File: src/rtl/rot_quad_fetch_pkg.sv
// rtl/rot_quad_fetch_pkg.sv - shared types for the rotated quad fetcher
// Contents: quad/fraction widths, issue tag layout, FSM state encoding.
package rot_pkg;

  localparam int QUAD_W = 64;
  localparam int FRAC_W = 8;

  // One tag per issued output pixel, in raster order.
  typedef struct packed {
    logic              oob;
    logic [FRAC_W-1:0] frac_u;
    logic [FRAC_W-1:0] frac_v;
  } tag_t;

  typedef enum logic [1:0] {
    IDLE,
    RUN,
    DRAIN
  } state_t;

endpackage

File: src/rtl/rot_quad_fetch_fifo.sv
// rtl/rot_quad_fetch_fifo.sv - synchronous first-word-fall-through FIFO
// Ports: clk, rst (sync, active-high), push/din write side,
//        pop/dout read side (dout valid while !empty), full, empty.
module sync_fifo #(
  parameter int WIDTH = 8,
  parameter int DEPTH = 8
) (
  input  logic             clk,
  input  logic             rst,
  input  logic             push,
  input  logic [WIDTH-1:0] din,
  input  logic             pop,
  output logic [WIDTH-1:0] dout,
  output logic             full,
  output logic             empty
);

  localparam int AW = $clog2(DEPTH);

  logic [WIDTH-1:0] mem [DEPTH];
  logic [AW:0]      wr_ptr;
  logic [AW:0]      rd_ptr;
  logic             wr_en;
  logic             rd_en;

  assign empty = (wr_ptr == rd_ptr);
  assign full  = (wr_ptr[AW] != rd_ptr[AW]) && (wr_ptr[AW-1:0] == rd_ptr[AW-1:0]);
  // A push into a full FIFO is still taken when the head is popped the same cycle.
  assign wr_en = push & (~full | pop);
  assign rd_en = pop & ~empty;
  assign dout  = mem[rd_ptr[AW-1:0]];

  always_ff @(posedge clk) begin
    if (wr_en) mem[wr_ptr[AW-1:0]] <= din;
  end

  always_ff @(posedge clk) begin
    if (rst) begin
      wr_ptr <= '0;
      rd_ptr <= '0;
    end else begin
      if (wr_en) wr_ptr <= wr_ptr + 1'b1;
      if (rd_en) rd_ptr <= rd_ptr + 1'b1;
    end
  end

endmodule

File: src/rtl/rot_quad_fetch.sv
// rtl/rot_quad_fetch.sv - rotated raster walker issuing 2x2 quad reads for the bilinear filter
// Ports: clk, rst; start/cos_q/sin_q/u0/v0 frame setup; busy, frame_done status;
//        rd_req/rd_addr/rd_ready request side, rd_data/rd_data_valid return side;
//        pixelx4/decimal/pixelx4_valid output to the filter.
module rot_quad_fetch
  import rot_pkg::*;
#(
  parameter int IMG_W   = 640,
  parameter int IMG_H   = 480,
  parameter int ADDR_W  = 19,
  parameter int COORD_W = 24,
  parameter int OUTST   = 8
) (
  input  logic                clk,
  input  logic                rst,
  input  logic                start,
  input  logic [9:0]          cos_q,
  input  logic [9:0]          sin_q,
  input  logic [COORD_W-1:0]  u0,
  input  logic [COORD_W-1:0]  v0,
  output logic                busy,
  output logic                frame_done,
  output logic                rd_req,
  output logic [ADDR_W-1:0]   rd_addr,
  input  logic                rd_ready,
  input  logic [QUAD_W-1:0]   rd_data,
  input  logic                rd_data_valid,
  output logic [QUAD_W-1:0]   pixelx4,
  output logic [15:0]         decimal,
  output logic                pixelx4_valid
);

  localparam int XW    = $clog2(IMG_W);
  localparam int YW    = $clog2(IMG_H);
  localparam int IW    = COORD_W - FRAC_W;
  localparam int TOTAL = IMG_W * IMG_H;
  localparam int CW    = $clog2(TOTAL + 1);

  localparam logic [XW-1:0]        X_LAST = XW'(IMG_W - 1);
  localparam logic [YW-1:0]        Y_LAST = YW'(IMG_H - 1);
  localparam logic signed [IW-1:0] U_MAX  = IW'(IMG_W - 2);
  localparam logic signed [IW-1:0] V_MAX  = IW'(IMG_H - 2);

  state_t state, state_nx;
  logic   frame_done_nx;

  logic signed [COORD_W-1:0] cos_r, sin_r, u, v, row_u, row_v;
  logic [XW-1:0]             x;
  logic [YW-1:0]             y;
  logic [CW-1:0]             emit_cnt;

  logic signed [IW-1:0] u_int, v_int;
  logic                 oob, issue, last_col, last_row;
  logic [ADDR_W-1:0]    addr_calc;

  tag_t              tag_din, tag_dout;
  logic              tag_full, tag_empty, tag_pop;
  logic [QUAD_W-1:0] data_dout;
  logic              data_full, data_empty, data_pop;

  assign u_int    = u[COORD_W-1:FRAC_W];
  assign v_int    = v[COORD_W-1:FRAC_W];
  // The quad needs columns u_int..u_int+1 and rows v_int..v_int+1 inside the frame.
  assign oob      = u_int[IW-1] | (u_int > U_MAX) | v_int[IW-1] | (v_int > V_MAX);
  assign last_col = (x == X_LAST);
  assign last_row = (y == Y_LAST);
  assign addr_calc = ADDR_W'(v_int) * ADDR_W'(IMG_W) + ADDR_W'(u_int);

  // OOB pixels consume an issue slot without touching memory.
  assign issue   = (state == RUN) & ~tag_full & (oob | rd_ready);
  assign rd_req  = (state == RUN) & ~oob & ~tag_full;
  assign rd_addr = rd_req ? addr_calc : '0;
  assign busy    = (state != IDLE);

  assign tag_din = '{oob: oob, frac_u: u[FRAC_W-1:0], frac_v: v[FRAC_W-1:0]};

  // An in-bounds head tag waits for its data; OOB tags behind it wait too.
  assign tag_pop  = ~tag_empty & (tag_dout.oob | ~data_empty);
  assign data_pop = ~tag_empty & ~tag_dout.oob & ~data_empty;

  sync_fifo #(.WIDTH($bits(tag_t)), .DEPTH(OUTST)) u_tag_fifo (
    .clk   (clk),
    .rst   (rst),
    .push  (issue),
    .din   (tag_din),
    .pop   (tag_pop),
    .dout  (tag_dout),
    .full  (tag_full),
    .empty (tag_empty)
  );

  sync_fifo #(.WIDTH(QUAD_W), .DEPTH(OUTST)) u_data_fifo (
    .clk   (clk),
    .rst   (rst),
    .push  (rd_data_valid),
    .din   (rd_data),
    .pop   (data_pop),
    .dout  (data_dout),
    .full  (data_full),
    .empty (data_empty)
  );

  always_ff @(posedge clk) begin
    if (rst) state <= IDLE;
    else     state <= state_nx;
  end

  always_comb begin
    state_nx      = state;
    frame_done_nx = 1'b0;
    case (state)
      IDLE:  if (start) state_nx = RUN;
      RUN:   if (issue && last_col && last_row) state_nx = DRAIN;
      DRAIN: begin
        if (emit_cnt == CW'(TOTAL)) begin
          state_nx      = IDLE;
          frame_done_nx = 1'b1;
        end
      end
      default: state_nx = IDLE;
    endcase
  end

  always_ff @(posedge clk) begin
    if (rst) begin
      cos_r         <= '0;
      sin_r         <= '0;
      u             <= '0;
      v             <= '0;
      row_u         <= '0;
      row_v         <= '0;
      x             <= '0;
      y             <= '0;
      emit_cnt      <= '0;
      pixelx4       <= '0;
      decimal       <= '0;
      pixelx4_valid <= 1'b0;
      frame_done    <= 1'b0;
    end else begin
      frame_done    <= frame_done_nx;
      pixelx4_valid <= tag_pop;
      if (state == IDLE && start) begin
        cos_r    <= {{(COORD_W-10){cos_q[9]}}, cos_q};
        sin_r    <= {{(COORD_W-10){sin_q[9]}}, sin_q};
        u        <= u0;
        v        <= v0;
        row_u    <= u0;
        row_v    <= v0;
        x        <= '0;
        y        <= '0;
        emit_cnt <= '0;
      end else if (issue) begin
        if (!last_col) begin
          u <= u + cos_r;
          v <= v + sin_r;
          x <= x + 1'b1;
        end else begin
          // Step the row origin along the rotated y axis: (-sin, +cos).
          row_u <= row_u - sin_r;
          row_v <= row_v + cos_r;
          u     <= row_u - sin_r;
          v     <= row_v + cos_r;
          x     <= '0;
          y     <= y + 1'b1;
        end
      end
      if (tag_pop) begin
        emit_cnt <= emit_cnt + 1'b1;
        pixelx4  <= tag_dout.oob ? '0 : data_dout;
        decimal  <= tag_dout.oob ? 16'h0000 : {tag_dout.frac_u, tag_dout.frac_v};
      end
    end
  end

  // Data in flight never exceeds issued in-bounds tags, so this must never fire.
  always_ff @(posedge clk) begin
    if (!rst) assert (!(rd_data_valid && data_full && !data_pop));
  end

endmodule
File: config.mk
export PLATFORM = sky130hd
export DESIGN_NAME = rot_quad_fetch
export DESIGN_NICKNAME = d
export VERILOG_FILES = /design/src/rtl/rot_quad_fetch_pkg.sv /design/src/rtl/rot_quad_fetch_fifo.sv /design/src/rtl/rot_quad_fetch.sv
export SDC_FILE = /design/constraint.sdc
export NUM_CORES = 1
export LEC_CHECK = 0
export CORE_MARGIN = 4
export CORE_UTILIZATION = 40
export DETAILED_ROUTE_END_ITERATION = 12
export HOLD_SLACK_MARGIN = 0.08
export PLACE_DENSITY_LB_ADDON = 0.12
export SETUP_SLACK_MARGIN = 0.1
export SYNTH_ARGS = -nofsm -noshare
export SYNTH_HDL_FRONTEND = slang
export SYNTH_SLANG_ARGS = --single-unit
File: constraint.sdc
create_clock -name clk -period 9.7 [get_ports clk]
set_input_delay 0.97 -clock clk [delete_from_list [all_inputs] [get_ports clk]]
set_output_delay 0.97 -clock clk [all_outputs]
set_load 0.03 [all_outputs]
# ---- Word level (Yosys, flattened, before mapping)
# Memories as Yosys holds them, arrays and structs flattened. A register that Yosys moved wholly into a read port is not among the register bits.
# Cells that the tools add are included.
dict set report word_totals {
  n_memories 2
  register_bits 254
  rom_bits 0
  ram_bits 648
  inputBits 137
  latch_bits 0
}
dict set report classes {
  bitwise_logic 25
  mux 31
  addsub 12
  div 0
  order_cmp 2
  shifts 0
  n_mul 1
  n_eq_ne 14
  reduce_logical 15
}
# name depth width rd rd_ports_with_merged_regs wr line_no
set mem_list {}
lappend mem_list {u_data_fifo.mem 8 64 1 1 1 rot_quad_fetch_fifo.sv:20} ;# logic [WIDTH-1:0] mem [DEPTH];
lappend mem_list {u_tag_fifo.mem 8 17 1 1 1 rot_quad_fetch_fifo.sv:20}
# op count
set ops {}
lappend ops {{two-way mux 24 bit} 12}
lappend ops {{adder 24 x 10 -> 24 bit} 3}
lappend ops {{two-way mux 64 bit} 1}
lappend ops {{two-way mux 19 bit} 3}
lappend ops {{subtractor 24 x 10 -> 24 bit} 1}
lappend ops {{adder 19 x 1 -> 19 bit, second input constant} 1}
lappend ops {{adder 19 x 16 -> 19 bit} 1}
lappend ops {{== test 19 bit, second input constant} 1}
lappend ops {{adder 4 x 1 -> 4 bit, second input constant} 4}
lappend ops {{> comparator 16 x 10 -> 1 bit, second input constant} 1}
lappend ops {{> comparator 16 x 11 -> 1 bit, second input constant} 1}
lappend ops {{multiplier 16 x 4 -> 12 bit, second input constant} 1}
lappend ops {{two-way mux 16 bit} 1}
lappend ops {{two-way mux 3 bit} 4}
lappend ops {{bitwise AND 1 bit} 11}
lappend ops {{adder 10 x 1 -> 10 bit, second input constant} 1}
lappend ops {{== test 10 bit, second input constant} 1}
lappend ops {{two-way mux 10 bit} 1}
lappend ops {{adder 9 x 1 -> 9 bit, second input constant} 1}
lappend ops {{== test 9 bit, second input constant} 1}
lappend ops {{== test 4 bit} 2}
lappend ops {{nonzero test 2 bit} 4}
lappend ops {{inverter 1 bit} 7}
lappend ops {{bitwise OR 1 bit} 7}
lappend ops {{14 further kinds} 29}

# ---- Longest topological paths before layout
# Gate-level depths: netlist of the first run.
dict set report depth {
  depth_word 10
  mapped_depth 15
}

# ---- Cells and area by module
# A second synthesis of the first run with hierarchy kept.
dict set report unflattened {
  hier_cells 2940
  hier_area_um2 40365.0
}
# module area_per_inst_um2 instances seq_area_each_um2 cells_per_inst
set by_module_without_submodules {}
lappend by_module_without_submodules {{sync_fifo (u_data_fifo)} 19831.5 1 15595.0 810}
lappend by_module_without_submodules {rot_quad_fetch 14823.0 1 4764.6 1862}
lappend by_module_without_submodules {{sync_fifo (u_tag_fifo)} 5710.5 1 4304.1 268}

# ---- Worst setup path after synthesis of the first run
# OpenSTA, ideal clock, no wires.
dict set report synth_timing {
  path_type {register to register}
  start {register with a tool-made name}
  end {memory u_data_fifo.mem[4][0] (netlist name) (enable)}
  stages_incl_launch_ff 9
  period_less_slack_ns 7.090
  n_path_buf 1
  slack_ns 2.610
  setup_ns 0.578
  arrival_ns 6.512
  path_cell_list {dfxtp_1 -> buf_2 -> mux4_2 -> mux2i_2 -> nand3_1 -> nand2_1 -> nand2_1 -> or2_1 -> nor3b_1}
}
# element line_no
set synth_lines {}
lappend synth_lines {{end, declared} rot_quad_fetch_fifo.sv:20}

# ---- Final worst setup path of the first run
dict set report layout_timing {
  start {register v[9]}
  end {output rd_addr[18]}
}
dict set report layout_via {
  elab_chain_len 6
  elab_cells_between_ends 8
  classes_between {1 x add/sub; 1 x mul; 1 x order compare; 1 x mux; 4 x bitwise}
}
# element line_no
set layout_rtl {}
lappend layout_rtl {{start, declared} rot_quad_fetch.sv:47} ;# logic signed [COORD_W-1:0] cos_r, sin_r, u, v, row_u, row_v;
lappend layout_rtl {{start signal, assigned} rot_quad_fetch.sv:146} ;# v <= v0;
lappend layout_rtl {{start signal, assigned} rot_quad_fetch.sv:155} ;# v <= v + sin_r;
lappend layout_rtl {{start signal, assigned} rot_quad_fetch.sv:162} ;# v <= row_v + cos_r;
lappend layout_rtl {{branches (longest 5 deep; another with adder 19 x 16 -> 19 bit)} -}
lappend layout_rtl {{two-way mux 19 bit (*)} rot_quad_fetch.sv:72} ;# assign rd_addr = rd_req ? addr_calc : '0;
lappend layout_rtl {{end, declared} rot_quad_fetch.sv:24} ;# output logic [ADDR_W-1:0] rd_addr,
# Every way passes the cells marked *.

==> impl_summary.md, run 1 <==
Run status
The flow ran to the end, and the final reports show no timing, DRC or antenna violations.

Timing
The count of final hold-check violations is 0. Setup repair after global routing left no endpoint under its margin. The post-route fraction of the period consumed by the critical path is between 50% and 60%. For the pin with the worst max-slew slack, the measured transition is between 1 and 1.5 ns. After routing, the total negative slack on setup checks comes to 0 ns. Setup slack on the critical path of the routed design comes to about 4 ns. The minimum clock period is 5.661 ns. For the final database, setup skew stands at 0.04080 ns. The worst slew margin relative to its limit is 18.36%.

The max-slew violation count was 0. The worst hold slack across all endpoints is approximately 0.48 ns. The count of endpoints failing setup in the final report is 0. The achievable frequency is approximately 180 MHz.

Critical path
The kind of start point of the critical path is a flip-flop. The required time reported for the critical path endpoint is slightly below 9 ns. The capturing instance or port of the critical path is rd_addr[18]. Walking the worst path, the cells encountered are ha_1, ha_1, fa_1, a21o_1, a21oi_1, xnor2_1, ha_1, a21oi_1, inv_1, a21oi_1, o21ai_0, a21o_1, a21o_1, xnor2_1, nor2_1, clkdlybuf4s50_1. The data arrival at the endpoint of the critical path is about 4.7 ns. The kind of cell adding the most delay to the critical path is compound AO/OA/AOI/OAI gates. Along the worst path, the maximum fanout reaches 6. The count of buffering cells on the critical path with inverters included is 2. The terminus of the critical flop-to-flop path is u_data_fifo.mem[7][42]. Measured in cells, the most critical reg-to-reg path has a length of 8. The slowest cell on the critical path is sky130_fd_sc_hd__clkdlybuf4s50_1. The sort of element at the end of the critical path is a primary output. The critical path's largest stage delay is slightly below 0.7 ns. Tracing the worst setup path back leads to its startpoint at v[9]. The critical path runs through a total of 16 cells. The setup slack on the worst flop-to-flop path is 5.13 ns. The category of the critical setup timing path is reg -> out.

Floorplan
The initial utilization of the core area, before any placement, comes to between 40 and 50%. The die height is roughly 320 µm. The overall die area is approximately 110000 µm².

In this run the standard cell core region covers 98850 µm². 240 I/O pins were placed. The floorplan has between 100 and 150 rows. The horizontal die dimension is 324.6 µm.

Synthesis
The mean area per synthesized cell is 13.38 µm². During synthesis, Yosys emitted a total of 0 warnings. The dominant cell type by area after synthesis is sky130_fd_sc_hd__edfxtp_1. After synthesis, the cell types taking the most area are sky130_fd_sc_hd__edfxtp_1 49%, sky130_fd_sc_hd__dfxtp_1 13%, sky130_fd_sc_hd__mux4_2 9.1%. In this run, synthesis inferred between 600 and 700 flip-flops with an integrated enable. Synthesis produced a netlist whose cell count is roughly 3k.

Of all flip-flops after synthesis, the portion carrying an async set or reset was 0%. The synthesized design contains 908 register bits. The fraction of the yosys area taken by sequential cells is 61.51%. Yosys mapped the design onto 82 distinct sky130hd cell types. When the netlist entered floorplanning its net count stood at 3268. The area share of the leading cell type in the synthesized netlist is ~49%. Among all flip-flop cells after synthesis, the most frequent one is sky130_fd_sc_hd__edfxtp_1. The synthesized area is approximately 40000 µm².

Clocking
Clock tree synthesis selected as its root buffer the cell sky130_fd_sc_hd__clkbuf_16. The deepest clock path buffer count is 3. The post-cts hold buffer count is 0. The count of instances resized after the clock tree is built is 0. The clock transition at the registers of the reported paths is about 0.06 ns. TritonCTS built the clock tree. For the worst-skew pair, the clock arrives at the later sink with an insertion delay of between 0.6 and 0.7 ns. The number of buffers created by CTS is roughly 100. Once the clock tree was built, the setup fixing pass inserted 0 buffers. The H-tree generated during clock tree synthesis spans 3 levels. The number of sinks driven by the clock tree is 908.

Routing
The DRC violation total after the first TritonRoute iteration is between 1.5k and 2k. For this run, design rule violations remaining after detail routing come to 0. The vias per cell is between 5 and 6. The via count is between 20k and 30k. The length of routed met2 wiring is a little under 50000 µm. The wire length on met3 is 5686 µm. The average wire per cell in the routed design is 22.41 µm. The pre-antenna-repair detailed-routing pass consisted of 6 iterations. The detailed-route wire length is between 100000 and 150000 µm. The top layer reached by signal wires is met5.

For this block, wires on met1 add up to between 40000 and 50000 µm. The number of routed nets with antenna violations is 0.

Pwr
Net switching is between 20% and 30% of the power. The power density of the placed cells is around 210 nW/µm². The static power due to leakage is 16.17 nW. The worst voltage drop across the vdd grid is ~0.00015 V.

Sequential cells burn between 40% and 50% of the power. The relative contribution of the clock network to total power is 39.5%. The internal power contribution is ~0.0072 W.

The sum of internal, switching and leakage power is 0.009827 W. The switching power is ~0.0026 W. The part of the total power dissipated in combinational logic is 15.3%.

Global route
Entering global routing, the biggest net connects 145 pins. The first global-routing pass estimated 159900 µm of wire. Global routing finished with a remaining overflow of 0.

The number of global-route vias before repair is ~27k. The number of antenna violations at the first check in global routing is 10. The combined global-route utilization of all metal layers is 19.39%.

Placed design
The half-perimeter wire length after detailed placement is around 64000 µm. Including well taps, the total number of placed cells is around 4.4k. The pre-CTS worst setup slack is 4.721 ns.

The quantity of I/O buffers inserted on ports is approximately 240. At the end of routability-driven placement, the weighted congestion stood at 0.8390.

Hold path
The classification of the worst-slack hold path is reg -> reg.

Final layout
The multi-input combinational cell area is between 10000 and 15000 µm². The net count of the finished layout is ~3.5k. From synthesis to final layout, the design area changed by 18.29%.

The post-route netlist has between 10% and 20% of its cells at a drive strength greater than 1. The number of inserted filler cells in the final layout is 8624. The number of standard cells in the final layout excluding fillers is roughly 4.6k. The register area is 24680 µm².

Run
The number of max-cap violations is 0.
-- worst register-to-register path: stages, from the launching register on --
cell,delay [ns]
sky130_fd_sc_hd__dfxtp_2,0.31
sky130_fd_sc_hd__buf_4,0.55
sky130_fd_sc_hd__mux4_2,0.61
sky130_fd_sc_hd__mux2i_2,0.32
sky130_fd_sc_hd__nand3_4,0.38
sky130_fd_sc_hd__nand2_1,0.24
sky130_fd_sc_hd__nand3_1,0.25
sky130_fd_sc_hd__nor2_4,0.70
sky130_fd_sc_hd__buf_4,0.75
-- area by class of cell --
type / count / share of cell area, %
clock buffers: 152 / 6.353
multi-input cells: 1886 / 31.16
flip-flops and latches: 908 / 52.03
repair buffers: 278 / 5.696
inverters: 53 / 0.4195
diodes: 5 / 0.02638
well taps: 1287 / 3.395
clock inverters: 40 / 0.9233
-- power by group through the flow --
stage                     Clock (W)  Combinational (W)  Sequential [W]
after floorplan                   0            0.00103         0.00453
after global placement            0            0.00151         0.00452
after detailed placement          0            0.00153         0.00453
after CTS                   0.00399            0.00154         0.00444
after global routing        0.00416            0.00166         0.00446
final                       0.00388            0.00151         0.00444
-- through the flow --
step                      utilization (%)  instance area, µm²
after floorplan                         -               40100
after global placement              44.48               43960
after detailed placement            44.48               43960
after CTS                           47.97               47420
after global routing                47.97               47420
final                               47.98               47430
-- worst min-delay path by stage --
stage	depth (start not counted)	slack, ns	endpoint	from
6_report	2	0.48	x[1]	x[1]
3_5_place_dp	2	0.47	pixelx4[7]	pixelx4[7]
4_1_cts	2	0.49	x[1]	x[1]
5_1_grt	2	0.50	row_u[11]	row_u[11]
3_3_place_gp	2	0.46	x[1]	x[1]
2_1_floorplan	2	0.44	row_v[20]	row_v[20]
-- cell families (layout without fill, tap and decap cells) --
kind of cell               count (synthesis)  after routing  share of synthesized area, %
muxes                                    252            252                         11.37
buffers and inverters                    203            523                         2.035
AOI/OAI and AO/OA                        582            582                         9.209
and+or+nand+nor                          779            779                         8.547
xor gates and xnor gates                 139            139                         3.036
DFF                                      908            908                         61.51
adders and majority gates                134            134                         4.294
other                                      0              5                             0
-- cells in the mapped netlist (21+ instances only) --
| library cell | number |
|---|---|
| sky130_fd_sc_hd__a21oi_1 | 251 |
| sky130_fd_sc_hd__o21ai_1 | 29 |
| sky130_fd_sc_hd__and3_1 | 23 |
| sky130_fd_sc_hd__o21bai_1 | 21 |
| sky130_fd_sc_hd__nand3_1 | 36 |
| sky130_fd_sc_hd__mux2i_1 | 85 |
| sky130_fd_sc_hd__buf_2 | 42 |
| sky130_fd_sc_hd__nor2_1 | 347 |
| sky130_fd_sc_hd__xnor2_1 | 79 |
| sky130_fd_sc_hd__a311oi_1 | 25 |
| sky130_fd_sc_hd__nand2_1 | 229 |
| sky130_fd_sc_hd__a21o_1 | 41 |
| sky130_fd_sc_hd__a211oi_1 | 24 |
| sky130_fd_sc_hd__o211ai_1 | 33 |
| sky130_fd_sc_hd__clkbuf_1 | 95 |
| sky130_fd_sc_hd__mux4_2 | 162 |
| sky130_fd_sc_hd__o21ai_0 | 46 |
| sky130_fd_sc_hd__inv_1 | 52 |
| sky130_fd_sc_hd__ha_1 | 128 |
| sky130_fd_sc_hd__nor3_1 | 28 |
| sky130_fd_sc_hd__edfxtp_1 | 648 |
| sky130_fd_sc_hd__dfxtp_1 | 260 |
| sky130_fd_sc_hd__xor2_1 | 60 |
-- routing by layer --
metal,global-route usage (%),vias up
li1,-,11825
met1,24.93,12758
met2,32.59,642
met3,4.092,188
met4,6.928,10
met5,0,-
-- layout by cell type, fill, tap and decap left out, types with 29 or more instances in the layout --
cell | netlist | routed
sky130_fd_sc_hd__a21oi_1 | 251 | 251
sky130_fd_sc_hd__mux4_2 | 162 | 162
sky130_fd_sc_hd__nor2_1 | 347 | 345
sky130_fd_sc_hd__a21o_1 | 41 | 41
sky130_fd_sc_hd__dfxtp_1 | 260 | 256
sky130_fd_sc_hd__nand2_1 | 229 | 228
sky130_fd_sc_hd__o21ai_1 | 29 | 29
sky130_fd_sc_hd__o211ai_1 | 33 | 33
sky130_fd_sc_hd__o21ai_0 | 46 | 46
sky130_fd_sc_hd__ha_1 | 128 | 128
sky130_fd_sc_hd__nand3_1 | 36 | 35
sky130_fd_sc_hd__mux2i_1 | 85 | 85
sky130_fd_sc_hd__xor2_1 | 60 | 60
sky130_fd_sc_hd__xnor2_1 | 79 | 79
sky130_fd_sc_hd__edfxtp_1 | 648 | 648
sky130_fd_sc_hd__clkdlybuf4s50_1 | 0 | 238
sky130_fd_sc_hd__inv_1 | 52 | 52
sky130_fd_sc_hd__buf_4 | 0 | 38
sky130_fd_sc_hd__clkbuf_16 | 0 | 104
-- state kept, by name, summed over array words and instances, names as in the netlist, 4 cells and up, named ones only --
signal / flops
v: 24
sin_r: 10
decimal: 16
y: 9
u_tag_fifo.mem: 136
row_v: 24
pixelx4: 64
u_tag_fifo.rd_ptr: 4
u_data_fifo.mem: 512
emit_cnt: 19
u_data_fifo.rd_ptr: 4
x: 10
u_tag_fifo.wr_ptr: 4
row_u: 24
u_data_fifo.wr_ptr: 4
u: 24
cos_r: 10
Power figures use the tool's default switching activity.
==> run 2: changes to the inputs <==
clock period = 5.5 ns   (was 9.7 ns; I/O delays follow)
==> run 2 against run 1 <==
Register-to-register slack got worse by 3.5 ns. Global-route usage down 0.21 points. Total power rose by 77%. Sequential power rose by 77%. Final area up 0.22%. Highest routed layer unchanged. Critical endpoint is now rd_addr[17].
==> impl_summary.md, run 2 (synthesis results as in run 1) <==
Pwr
The switching portion of total power came to 25.98% (was 26.38%). The power density of the placed cells is 365.5 nW/µm² (was 207.2 nW/µm²). The relative contribution of the clock network to total power is 39.4% (was 39.5%). The static power due to leakage is 16.23 nW (was 16.17 nW). The worst voltage drop across the vdd grid is 0.0002564 V (was 0.0001546 V).

The part of the total power dissipated in combinational logic is 15.3% (about the same). The internal power contribution was 0.01286 W (was 0.007235 W). The sequential fraction of design power was 45.2% (about the same). The switching power is 0.004512 W (was 0.002592 W).

The sum of internal, switching and leakage power is 0.01737 W (was 0.009827 W).

Clocking
The clock insertion delay at the later pin of the skew report is 0.67 ns (was 0.69 ns). The number of sinks driven by the clock tree came to 908 (unchanged). The clock transition at the registers of the reported paths is 0.06 ns (about the same). The count of H-tree levels built during CTS was 3 (unchanged).

The deepest clock path buffer count is 3 (unchanged). The clock tree root buffer cell is sky130_fd_sc_hd__clkbuf_16 (unchanged). The number of buffers created by CTS was 99 (was 101). The CTS tree is yes (unchanged). The post-CTS repair timing setup buffer count was 0 (unchanged).

Final layout
The utilization of the core after routing came to 48.08% (was 47.98%). The most frequent standard cell in the layout excluding fill and tap cells is sky130_fd_sc_hd__edfxtp_1 (unchanged). The post-synthesis to final-layout area growth is 18.55% (was 18.29%).

Top library cells by usage in the layout, fill and taps aside: 648 x sky130_fd_sc_hd__edfxtp_1, 345 x sky130_fd_sc_hd__nor2_1, 256 x sky130_fd_sc_hd__dfxtp_1, 251 x sky130_fd_sc_hd__a21oi_1, 237 x sky130_fd_sc_hd__clkdlybuf4s50_1 (was 648 x sky130_fd_sc_hd__edfxtp_1, 345 x sky130_fd_sc_hd__nor2_1, 256 x sky130_fd_sc_hd__dfxtp_1, 251 x sky130_fd_sc_hd__a21oi_1, 238 x sky130_fd_sc_hd__clkdlybuf4s50_1). The number of nets in the final layout came to 3504 (was 3499). The number of inserted filler cells in the final layout came to 8587 (was 8624). The number of flip-flops in the largest register is 512 (unchanged). The number of standard cells in the final layout excluding fillers is 4604 (was 4609). The fraction of layout cells with a size suffix above 1 was 12.61% (was 12.48%).

Critical path
The data arrival at the endpoint of the critical path is 4.43 ns (was 4.69 ns). The required time reported for the critical path endpoint is 4.95 ns (was 8.73 ns). The cell depth of the worst flop-to-flop path was 6 (was 8). The highest net fanout along the worst path is 6 (unchanged). The category of the critical setup timing path is reg -> out (unchanged). The kind of start point of the critical path is a flip-flop (unchanged). The sort of element at the end of the critical path is a primary output (unchanged).

Timing
Derived from the worst setup path, the maximum achievable clock frequency is 200.6 MHz. The actual slew at the worst max-slew pin is 1.170 ns (was 1.223 ns). The worst slew margin relative to its limit was 21.98% (was 18.36%).

The max-slew violation count is 0 (unchanged). The minimum clock period is 4.985 ns. The final critical path takes up around 91% of the cycle. The clock tree skew after final layout came to 0.05037 ns (was 0.04080 ns). The count of endpoints failing setup in the final report is 0 (unchanged). The count of final hold-check violations is 0 (unchanged).

Setup repair after global routing missed its margin: no (unchanged). The worst hold slack across all endpoints was 0.4388 ns (was 0.4794 ns).

Hold path
The classification of the worst-slack hold path was in -> reg (was reg -> reg). The instance count along the most critical hold path is 3 (was 2).

Routing
The detailed-route wire length is 103500 µm (was 103300 µm). The first-pass iteration count of the detailed router was 5 (was 6). The DRC violation total after the first TritonRoute iteration is 1649 (was 1915). The number of routed nets with antenna violations was 0 (unchanged). The average wire per cell in the routed design is 22.48 µm (was 22.41 µm).

The residual DRC count came to 0 (unchanged). The vias per cell is 5.517 (was 5.516). The via count was 25.40k (was 25.42k).

Floorplan
The overall die area is 105400 µm² (unchanged). The die height was 324.6 µm (unchanged). The total core area is 98850 µm² (unchanged). The total number of placement rows is 115 (unchanged).

The starting density of the core is 40.56% (unchanged). The number of I/O pins is 240 (unchanged). The horizontal die dimension is 324.6 µm (unchanged).

Global route
The wire length of the first global-routing pass is 157900 µm (was 159900 µm). The pin count of the biggest net entering global routing is 135 (was 145). The number of antenna violations at the first check in global routing was 8 (was 10).

The met3 usage came to 3.537% (was 4.092%). The most utilized layer in the global route result is met2 (unchanged). The remaining global-route overflow is 0 (unchanged). The global-route track usage on met2 was 32.86% (was 32.59%). The number of global-route vias before repair is 26.00k (was 26.69k).

The combined global-route utilization of all metal layers is 19.18% (was 19.39%). The met1 usage in global routing was 25.38% (was 24.93%).

Placed design
The half-perimeter wire length after detailed placement was 64530 µm (was 63920 µm). The total placed cells including tap cells came to 4419 (was 4412). The last weighted congestion value of the routability-driven placer is 0.8578 (was 0.8390). The quantity of I/O buffers inserted on ports is 239 (unchanged).

Run
The number of max-cap violations was 0 (unchanged).

Run status
Status: finished clean (unchanged).
[run 2: per-stage QoR]
step                setup WS, ns  cell area (µm²)  TNS, ns
floorplan                 -1.397            40110  -242.30
global placement          0.8740            44110        0
detailed placement        0.9281            44110        0
CTS                       0.2238            47520        0
global route              0.2362            47530        0
finish                    0.5154            47530        0
[run 2: power groups by stage]
| stage | Sequential, W | Clock (W) | Combinational [W] |
|---|---|---|---|
| 6_report | 0.00786 | 0.00685 | 0.00267 |
| 2_1_floorplan | 0.00798 | 0 | 0.00181 |
| 5_1_grt | 0.00789 | 0.00730 | 0.00293 |
| 4_1_cts | 0.00786 | 0.00705 | 0.00271 |
| 3_3_place_gp | 0.00799 | 0 | 0.00266 |
| 3_5_place_dp | 0.00800 | 0 | 0.00270 |
[run 2: area by class of cell]
class	instances	area (µm²)	area share, %
Clock inverter	52	671.9	1.414
Timing Repair Buffer	285	2831	5.957
Clock buffer	131	2740	5.765
Inverter	53	198.9	0.4185
Multi-Input combinational cell	1886	14800	31.13
Antenna cell	2	5.005	0.01053
Tap cell	1287	1610	3.388
Sequential cell	908	24680	51.92
[run 2: critical path: stages, from the launching register on]
cell                              delay (ns)
sky130_fd_sc_hd__dfxtp_1                0.47
sky130_fd_sc_hd__ha_1                   0.28
sky130_fd_sc_hd__ha_1                   0.23
sky130_fd_sc_hd__fa_1                   0.40
sky130_fd_sc_hd__a21o_1                 0.17
sky130_fd_sc_hd__a21oi_1                0.22
sky130_fd_sc_hd__xnor2_1                0.15
sky130_fd_sc_hd__ha_1                   0.29
sky130_fd_sc_hd__a21oi_1                0.20
sky130_fd_sc_hd__o21ai_0                0.17
sky130_fd_sc_hd__a21o_1                 0.20
sky130_fd_sc_hd__a21oi_1                0.16
sky130_fd_sc_hd__xor2_1                 0.08
sky130_fd_sc_hd__nor2_1                 0.08
sky130_fd_sc_hd__clkdlybuf4s50_1        0.69
[run 2: final timing paths]
path	slack, ns	end	startpoint
worst min register to register	0.48	row_u[6]	row_u[6]
worst min-delay path	0.44	sin_r[6]	sin_q[6]
worst max-delay path	0.52	rd_addr[17]	v[9]
worst max register to register	1.65	u_tag_fifo.mem[5][10]	u[13]
[run 2: metal layers]
layer | share of wire (%) | routed length [µm]
met1 | 44 | 45460
met2 | 49 | 50760
met3 | 4.7 | 4878
met4 | 2.2 | 2287
met5 | 0.087 | 90
[run 2: repair_timing]
action,CTS,global route
resized for setup,0,1
setup endpoints to repair,0,1
endpoints found under the hold margin,0,0
hold buffers,0,0
